===== config.mk =====
export PLATFORM = sky130hd
export DESIGN_NAME = fp_pack_norm_flat
export DESIGN_NICKNAME = d
export VERILOG_FILES = /design/src/rtl/fp_pkg.sv /design/src/rtl/fp_pack_norm_if.sv /design/src/rtl/fp_round_rne.sv /design/src/rtl/fp_pack_norm.sv /design/src/flat_wrapper.sv
export SDC_FILE = /design/constraint.sdc
export NUM_CORES = 1
export LEC_CHECK = 0
export CAP_MARGIN = 20
export CORE_MARGIN = 1
export CORE_UTILIZATION = 45
export DETAILED_ROUTE_END_ITERATION = 8
export DONT_BUFFER_PORTS = 1
export GPL_TIMING_DRIVEN = 0
export RECOVER_POWER = 100
export REMOVE_ABC_BUFFERS = 1
export SETUP_SLACK_MARGIN = 0.4
export SLEW_MARGIN = 20
export SYNTH_ARGS = -nofsm -noshare
export SYNTH_HDL_FRONTEND = slang
export SYNTH_HIERARCHICAL = 1
export SYNTH_SLANG_ARGS = --single-unit

===== constraint.sdc =====
create_clock -name clk -period 2.8 [get_ports clk]
set_input_delay 0.56 -clock clk [delete_from_list [all_inputs] [get_ports clk]]
set_output_delay 0.56 -clock clk [all_outputs]
set_load 0.01 [all_outputs]

===== src/rtl/fp_pkg.sv =====
// fp_pkg: shared constants and types for the floating-point result packer
// Holds IEEE-754 single-precision field widths, bias, special encodings and the
// normalizer state enum. Ports: none (package).
package fp_pkg;
    localparam int FP_BIAS       = 127;
    localparam int EXP_FIELD_MAX = 255;
    localparam logic [31:0] QNAN = 32'h7FC0_0000;
    localparam int SIGN_W = 1;
    localparam int EXPF_W = 8;
    localparam int FRAC_W = 23;
    localparam int MANT_W = 28;
    typedef enum logic [1:0] {IDLE, NORM, ROUND, DONE} state_t;
endpackage


===== src/rtl/fp_pack_norm_if.sv =====
// fp_pack_norm_if: request/result bundle between the arithmetic stages and the packer
// Request side: in_valid/in_ready handshake carrying in_sign, in_exp (signed biased,
// weight of mantissa bit 26), in_mant (carry, hidden, fraction, guard, round, sticky),
// in_nan and in_inf. Result side: out_valid/out_ready handshake carrying result and
// the overflow/underflow/inexact flags. slave = packer, master = producer/consumer.
interface fp_pack_norm_if #(
    parameter int EXP_W = 10
);
    logic                            in_valid;
    logic                            in_ready;
    logic                            in_sign;
    logic signed [EXP_W-1:0]         in_exp;
    logic [fp_pkg::MANT_W-1:0]       in_mant;
    logic                            in_nan;
    logic                            in_inf;
    logic                            out_valid;
    logic                            out_ready;
    logic [31:0]                     result;
    logic                            overflow;
    logic                            underflow;
    logic                            inexact;

    modport master (
        output in_valid, in_sign, in_exp, in_mant, in_nan, in_inf, out_ready,
        input  in_ready, out_valid, result, overflow, underflow, inexact
    );

    modport slave (
        input  in_valid, in_sign, in_exp, in_mant, in_nan, in_inf, out_ready,
        output in_ready, out_valid, result, overflow, underflow, inexact
    );
endinterface


===== src/rtl/fp_round_rne.sv =====
// fp_round_rne: combinational round-to-nearest-even and single-precision packing
// Ports: sign, exp_in (signed biased exponent), mant (hidden, fraction, g, r, s)
// in; packed result plus overflow, underflow and inexact flags out.
module fp_round_rne
    import fp_pkg::*;
#(
    parameter int EXP_W = 10
) (
    input  logic                    sign,
    input  logic signed [EXP_W-1:0] exp_in,
    input  logic [26:0]             mant,
    output logic [31:0]             result,
    output logic                    overflow,
    output logic                    underflow,
    output logic                    inexact
);
    localparam logic signed [EXP_W-1:0] FIELD_MAX = EXP_W'(EXP_FIELD_MAX);

    logic                    inc;
    logic [24:0]             sum;
    logic signed [EXP_W-1:0] exp_r;
    logic [EXPF_W-1:0]       field;

    always_comb begin
        inc       = mant[2] & (mant[1] | mant[0] | mant[3]);
        sum       = {1'b0, mant[26:3]} + {24'h0, inc};
        exp_r     = sum[24] ? exp_in + EXP_W'(1) : exp_in;
        overflow  = exp_r >= FIELD_MAX;
        // a hidden bit of 0 after rounding can only happen at exp 1: denormal or zero
        field     = (sum[24] | sum[23]) ? exp_r[EXPF_W-1:0] : '0;
        inexact   = overflow | (|mant[2:0]);
        // tininess is judged before rounding, from the pre-rounding hidden bit
        underflow = inexact & ~mant[26];
        result    = overflow ? {sign, 8'hFF, 23'h0} : {sign, field, sum[FRAC_W-1:0]};
    end
endmodule


===== src/rtl/fp_pack_norm.sv =====
// fp_pack_norm: iterative result normalizer and IEEE-754 single-precision packer
// Ports: clk, reset (asynchronous, active-low), bus (fp_pack_norm_if.slave) with the
// request handshake in and the packed result plus status flags out. One operation
// in flight; normalization shifts one bit per cycle, then a rounding cycle.
module fp_pack_norm
    import fp_pkg::*;
#(
    parameter int EXP_W = 10
) (
    input logic           clk,
    input logic           reset,
    fp_pack_norm_if.slave bus
);
    localparam logic signed [EXP_W-1:0] E_ONE  = EXP_W'(1);
    localparam logic signed [EXP_W-1:0] E_TINY = EXP_W'(-25);

    state_t                  state, state_n;
    logic                    sign_q, sign_d;
    logic signed [EXP_W-1:0] exp_q, exp_d;
    logic [MANT_W-1:0]       mant_q, mant_d, mant_sr;
    logic [31:0]             result_q, result_d, rnd_result;
    logic [2:0]              flags_q, flags_d, rnd_flags;

    fp_round_rne #(.EXP_W(EXP_W)) u_round (
        .sign      (sign_q),
        .exp_in    (exp_q),
        .mant      (mant_q[26:0]),
        .result    (rnd_result),
        .overflow  (rnd_flags[2]),
        .underflow (rnd_flags[1]),
        .inexact   (rnd_flags[0])
    );

    // right shift that folds the dropped bit into the sticky position
    assign mant_sr = {1'b0, mant_q[MANT_W-1:2], |mant_q[1:0]};

    always_comb begin
        state_n  = state;
        sign_d   = sign_q;
        exp_d    = exp_q;
        mant_d   = mant_q;
        result_d = result_q;
        flags_d  = flags_q;
        case (state)
            IDLE: if (bus.in_valid) begin
                sign_d = bus.in_sign;
                exp_d  = bus.in_exp;
                mant_d = bus.in_mant;
                if (bus.in_nan || bus.in_inf || bus.in_mant == '0) begin
                    state_n  = DONE;
                    flags_d  = '0;
                    result_d = bus.in_nan ? QNAN :
                               bus.in_inf ? {bus.in_sign, 8'hFF, 23'h0} : {bus.in_sign, 31'h0};
                end else begin
                    state_n = NORM;
                end
            end
            NORM: if (mant_q[MANT_W-1]) begin
                mant_d  = mant_sr;
                exp_d   = exp_q + E_ONE;
                state_n = ROUND;
            end else if (exp_q < E_TINY) begin
                // too small to reach the guard bit even at the lowest exponent
                mant_d = {27'h0, |mant_q};
                exp_d  = E_ONE;
            end else if (exp_q < E_ONE) begin
                mant_d = mant_sr;
                exp_d  = exp_q + E_ONE;
            end else if (!mant_q[26] && exp_q > E_ONE) begin
                mant_d = {mant_q[MANT_W-2:0], 1'b0};
                exp_d  = exp_q - E_ONE;
            end else begin
                state_n = ROUND;
            end
            ROUND: begin
                result_d = rnd_result;
                flags_d  = rnd_flags;
                state_n  = DONE;
            end
            DONE: if (bus.out_ready) state_n = IDLE;
        endcase
    end

    always_ff @(posedge clk or negedge reset) begin
        if (!reset) begin
            state    <= IDLE;
            sign_q   <= 1'b0;
            exp_q    <= '0;
            mant_q   <= '0;
            result_q <= '0;
            flags_q  <= '0;
        end else begin
            state    <= state_n;
            sign_q   <= sign_d;
            exp_q    <= exp_d;
            mant_q   <= mant_d;
            result_q <= result_d;
            flags_q  <= flags_d;
        end
    end

    assign bus.in_ready  = state == IDLE;
    assign bus.out_valid = state == DONE;
    assign bus.result    = result_q;
    assign bus.overflow  = flags_q[2];
    assign bus.underflow = flags_q[1];
    assign bus.inexact   = flags_q[0];
endmodule


===== src/flat_wrapper.sv =====
// flat-port wrapper written by rule: the top's interface ports become plain ports
module fp_pack_norm_flat import fp_pkg::*;
#(
    parameter int EXP_W = 10
)
  (clk, reset, bus_in_valid, bus_in_sign, bus_in_exp, bus_in_mant, bus_in_nan, bus_in_inf, bus_out_ready, bus_in_ready, bus_out_valid, bus_result, bus_overflow, bus_underflow, bus_inexact);
  fp_pack_norm_if #(.EXP_W(EXP_W)) bus_i ();
  input logic clk;
  input logic reset;
  input wire logic [$bits(bus_i.in_valid)-1:0] bus_in_valid;
  input wire logic [$bits(bus_i.in_sign)-1:0] bus_in_sign;
  input wire logic [$bits(bus_i.in_exp)-1:0] bus_in_exp;
  input wire logic [$bits(bus_i.in_mant)-1:0] bus_in_mant;
  input wire logic [$bits(bus_i.in_nan)-1:0] bus_in_nan;
  input wire logic [$bits(bus_i.in_inf)-1:0] bus_in_inf;
  input wire logic [$bits(bus_i.out_ready)-1:0] bus_out_ready;
  output wire logic [$bits(bus_i.in_ready)-1:0] bus_in_ready;
  output wire logic [$bits(bus_i.out_valid)-1:0] bus_out_valid;
  output wire logic [$bits(bus_i.result)-1:0] bus_result;
  output wire logic [$bits(bus_i.overflow)-1:0] bus_overflow;
  output wire logic [$bits(bus_i.underflow)-1:0] bus_underflow;
  output wire logic [$bits(bus_i.inexact)-1:0] bus_inexact;
  assign bus_i.in_valid = bus_in_valid;
  assign bus_i.in_sign = bus_in_sign;
  assign bus_i.in_exp = bus_in_exp;
  assign bus_i.in_mant = bus_in_mant;
  assign bus_i.in_nan = bus_in_nan;
  assign bus_i.in_inf = bus_in_inf;
  assign bus_i.out_ready = bus_out_ready;
  assign bus_in_ready = bus_i.in_ready;
  assign bus_out_valid = bus_i.out_valid;
  assign bus_result = bus_i.result;
  assign bus_overflow = bus_i.overflow;
  assign bus_underflow = bus_i.underflow;
  assign bus_inexact = bus_i.inexact;
  fp_pack_norm #(.EXP_W(EXP_W)) u_core (.clk(clk), .reset(reset), .bus(bus_i));
endmodule

==> impl_metrics.json <==
{
  "p_comb_share_pct": 1.7,
  "finClkSkew_ns": 0.00903,
  "dpl.hpwl_microns": 9990,
  "grt_pass1_vias": 5124,
  "violations": "design-rule violations, max-capacitance violations, max-slew violations",
  "pwr-share-seq_pct": 50.2,
  "drive_above_1_share_pct": 22.3,
  "setup_viol": 0,
  "hold_viol_final": 0,
  "status": "finished with violations",
  "io_buffers": 0,
  "final_nets": 733,
  "final_core_util_pct": 54.7,
  "yosys.area.top_type": "dfrtp_1",
  "power_density_nw_per_um2": 333,
  "fp.dieH_microns": 113,
  "min_delay_path_depth": 1,
  "synth_commonest_cells": "76 x dfrtp_1, 72 x nand2_1, 69 x nor2_1, 50 x inv_1, 30 x mux2i_1",
  "routabilityCongestion": 0.864,
  "route.detailed.drc": 1,
  "end_kind": "flop",
  "yosys-top-cells-area": "dfrtp_1 34%, mux2i_1 5.4%, nand2_1 4.9%",
  "tightest_slew_ns": 2.05,
  "reg2reg_depth": 12,
  "grt_overflow_total": 0,
  "clock_path_buffers": 2,
  "die_w_microns": 113,
  "clk_pin_slew_ns": 0.06,
  "fmax_mhz": 382,
  "num_vias": 5330,
  "crit_chain": "and2_4 > ha_4 > and3_4 > nand4_4 > nor3_1 > xnor2_2 > o21ai_4 > buf_6 > inv_8 > nor2_4 > mux2_4 > mux2_4",
  "final_max_slew_viol_count": 77,
  "dieArea_sq_um": 12700,
  "syn_area_sq_um": 5540,
  "ys_ff_latch": 76,
  "cpPeakStageDelay_ns": 0.38,
  "grt_max_degree": 77,
  "hp-class": "input port to flop",
  "drt_iter0_drc": 637,
  "critPathMostFrequentCell": "mux2_4",
  "period_share_pct": 93.5,
  "cap_violations": 1,
  "wl_per_cell_microns": 21.2,
  "ant_nets": 0,
  "fillCellCount": 1110,
  "routed_wl_microns": 17600,
  "dr.pass1.iters": 7,
  "fin_area_sq_um": 6570,
  "rsz0062_at_grt": "true",
  "irDropWorstVdd_v": 0.000237,
  "cts_made_buffers": 9,
  "antenna_found_initial": 1,
  "rows": 40,
  "avgSynthCellArea_sq_um": 8.50,
  "cts-root-buf": "clkbuf_16",
  "crit_path_start_kind": "flop",
  "synthCells": 651,
  "initial_core_util_pct": 46.1,
  "crit_arrival_ns": 2.85,
  "ys.warnings.count": 6,
  "core_sq_um": 12000,
  "io-pin-count": 82,
  "yosysTopAreaCellShare_pct": 34.4,
  "ys.flop_type": "dfrtp_1",
  "worstSetupPathType": "flop to flop",
  "seq_area_frac_synth_pct": 34.4,
  "crit_fanout": 6,
  "power_leakage_uw": 0.00265,
  "htree_num_levels": 3,
  "worst_ep_required_time_ns": 3.03,
  "synth_most_common_cell": "dfrtp_1",
  "internal_power_uw": 1700,
  "cp_slowest_cell": "dfrtp_2",
  "clock-sinks": 76,
  "async_flop_share_pct": 100,
  "track_usage_pct": 28.1,
  "routed_via_density": 6.42,
  "cts_tree": "yes",
  "p_clk_share_pct": 48.1,
  "synthToLayoutAreaGrowth_pct": 18.6,
  "antenna_cells": 0,
  "max_slew_margin_pct": -36.5,
  "dpl-instance-area_sq_um": 5540,
  "switching_share_pct": 22.3,
  "synth-edff-count": 0,
  "clk_latency_ns": 0.35,
  "ys_types": 74,
  "fin_crit_ns": 2.62,
  "grt_pass1_wl_microns": 27500,
  "switchingPower_uw": 489
}
final cells by class:
class	instances	area, sq um	share of cell area, %
sequential	76	1930	29.4
tap	147	184	2.80
timing repair inverter	3	25.0	0.381
inverter	51	203	3.09
multi-input combinational	486	3490	53.2
timing repair buffer	52	479	7.30
clock buffer	13	240	3.66
clock inverter	2	12.5	0.191
power by group through the flow:
stage / Combinational [uW] / Clock, uW / Sequential, uW
finish: 37.8 / 1050 / 1100
global route: 43.1 / 1120 / 1100
CTS: 42.6 / 1070 / 1100
detailed placement: 12.9 / 0 / 1120
global placement: 12.8 / 0 / 1120
floorplan: 9.16 / 0 / 1120
logic make-up after synthesis:
kind of cell | synth area share, %
buf+inv | 7.62
compound gates | 19.0
fa+ha+maj | 2.03
mux | 8.27
flops | 34.4
simple gates | 23.1
xor+xnor | 5.54
cells in the final DEF (no fill, tap or decap), types with 3 or more instances in the layout:
| cell type | netlist | final |
|---|---|---|
| nand2_1 | 72 | 72 |
| nor2_1 | 69 | 67 |
| dfrtp_1 | 76 | 52 |
| inv_1 | 50 | 49 |
| buf_4 | 4 | 41 |
| mux2i_1 | 30 | 30 |
| o31ai_1 | 26 | 26 |
| a221oi_1 | 25 | 25 |
| a21oi_1 | 25 | 24 |
| dfrtp_2 | 0 | 24 |
| xor2_1 | 20 | 20 |
| o21ai_0 | 20 | 19 |
| nor4_1 | 18 | 16 |
| nand3_1 | 18 | 16 |
| nand4_1 | 14 | 14 |
| xnor2_1 | 15 | 13 |
| and3_1 | 11 | 10 |
| mux2_2 | 12 | 10 |
| clkbuf_16 | 0 | 9 |
| nor3_1 | 7 | 8 |
| buf_12 | 0 | 7 |
| a31oi_1 | 6 | 6 |
| and2_1 | 7 | 6 |
| clkbuf_1 | 16 | 5 |
| nor4_4 | 1 | 5 |
| a31o_4 | 0 | 4 |
| nor2_4 | 1 | 4 |
| ha_1 | 9 | 4 |
| and4_1 | 6 | 4 |
| clkinvlp_4 | 0 | 3 |
| o21ai_1 | 3 | 3 |
| o2111ai_1 | 3 | 3 |
| o221ai_1 | 3 | 3 |
| nor3b_1 | 3 | 3 |
| o22ai_1 | 3 | 3 |
| ha_4 | 0 | 3 |
final timing paths:
check / slack, ns / start / to
min in group asynchronous: 0.74 / reset / u_core/bus.result[27]
max in group asynchronous: 0.63 / reset / u_core/mant_q[16]
min reg2reg: 0.51 / u_core/sign_q / u_core/sign_q
max: 0.18 / u_core/mant_q[2] / u_core/bus.result[22]
min: 0.36 / bus_in_sign / u_core/sign_q
max reg2reg: 0.18 / u_core/mant_q[2] / u_core/bus.result[22]
metrics by stage:
stage          hold slack (ns)  instances  TNS (ns)  setup WS [ns]  total power [uW]
6_report                 0.364        830         0          0.181              2190
5_1_grt                  0.367        830         0          0.135              2260
4_1_cts                  0.127        814         0          0.309              2220
3_5_place_dp             0.266        757    -14.79         -0.408              1130
3_3_place_gp             0.267        755    -54.25          -1.23              1130
2_1_floorplan            0.264        608     -8.49         -0.285              1130
routing by layer:
metal  track usage [%]  wire length, microns  vias to the layer above
met2              41.6                  7720                      271
met5                 0                    13                        -
met4              12.4                   544                        2
met1              37.4                  7530                     2570
met3              9.27                  1810                       54
li1                  -                     -                     2433
worst max-delay path, delay by kind of cell (launching register included):
family / cells / cell delay (ns)
mux: 2 / 0.50
compound gates: 1 / 0.10
flops: 1 / 0.38
fa+ha+maj: 1 / 0.14
simple gates: 5 / 0.95
buf+inv: 2 / 0.23
xor+xnor: 1 / 0.19
registers in the layout (all words and copies together), names as in the netlist:
register,cells
u_core/bus.result,32
u_core/exp_q,10
u_core/flags_q,3
u_core/mant_q,28
u_core/sign_q,1
u_core/state,2
what timing repair did:
item	in CTS	in global routing
hold buffers	1	0
setup buffers	34	15
setup endpoints to repair	72	71
pin swaps	14	12
gates resized for setup	60	21
endpoints found under the hold margin	76	0
cloned	7	1
Power figures use the tool's default switching activity.
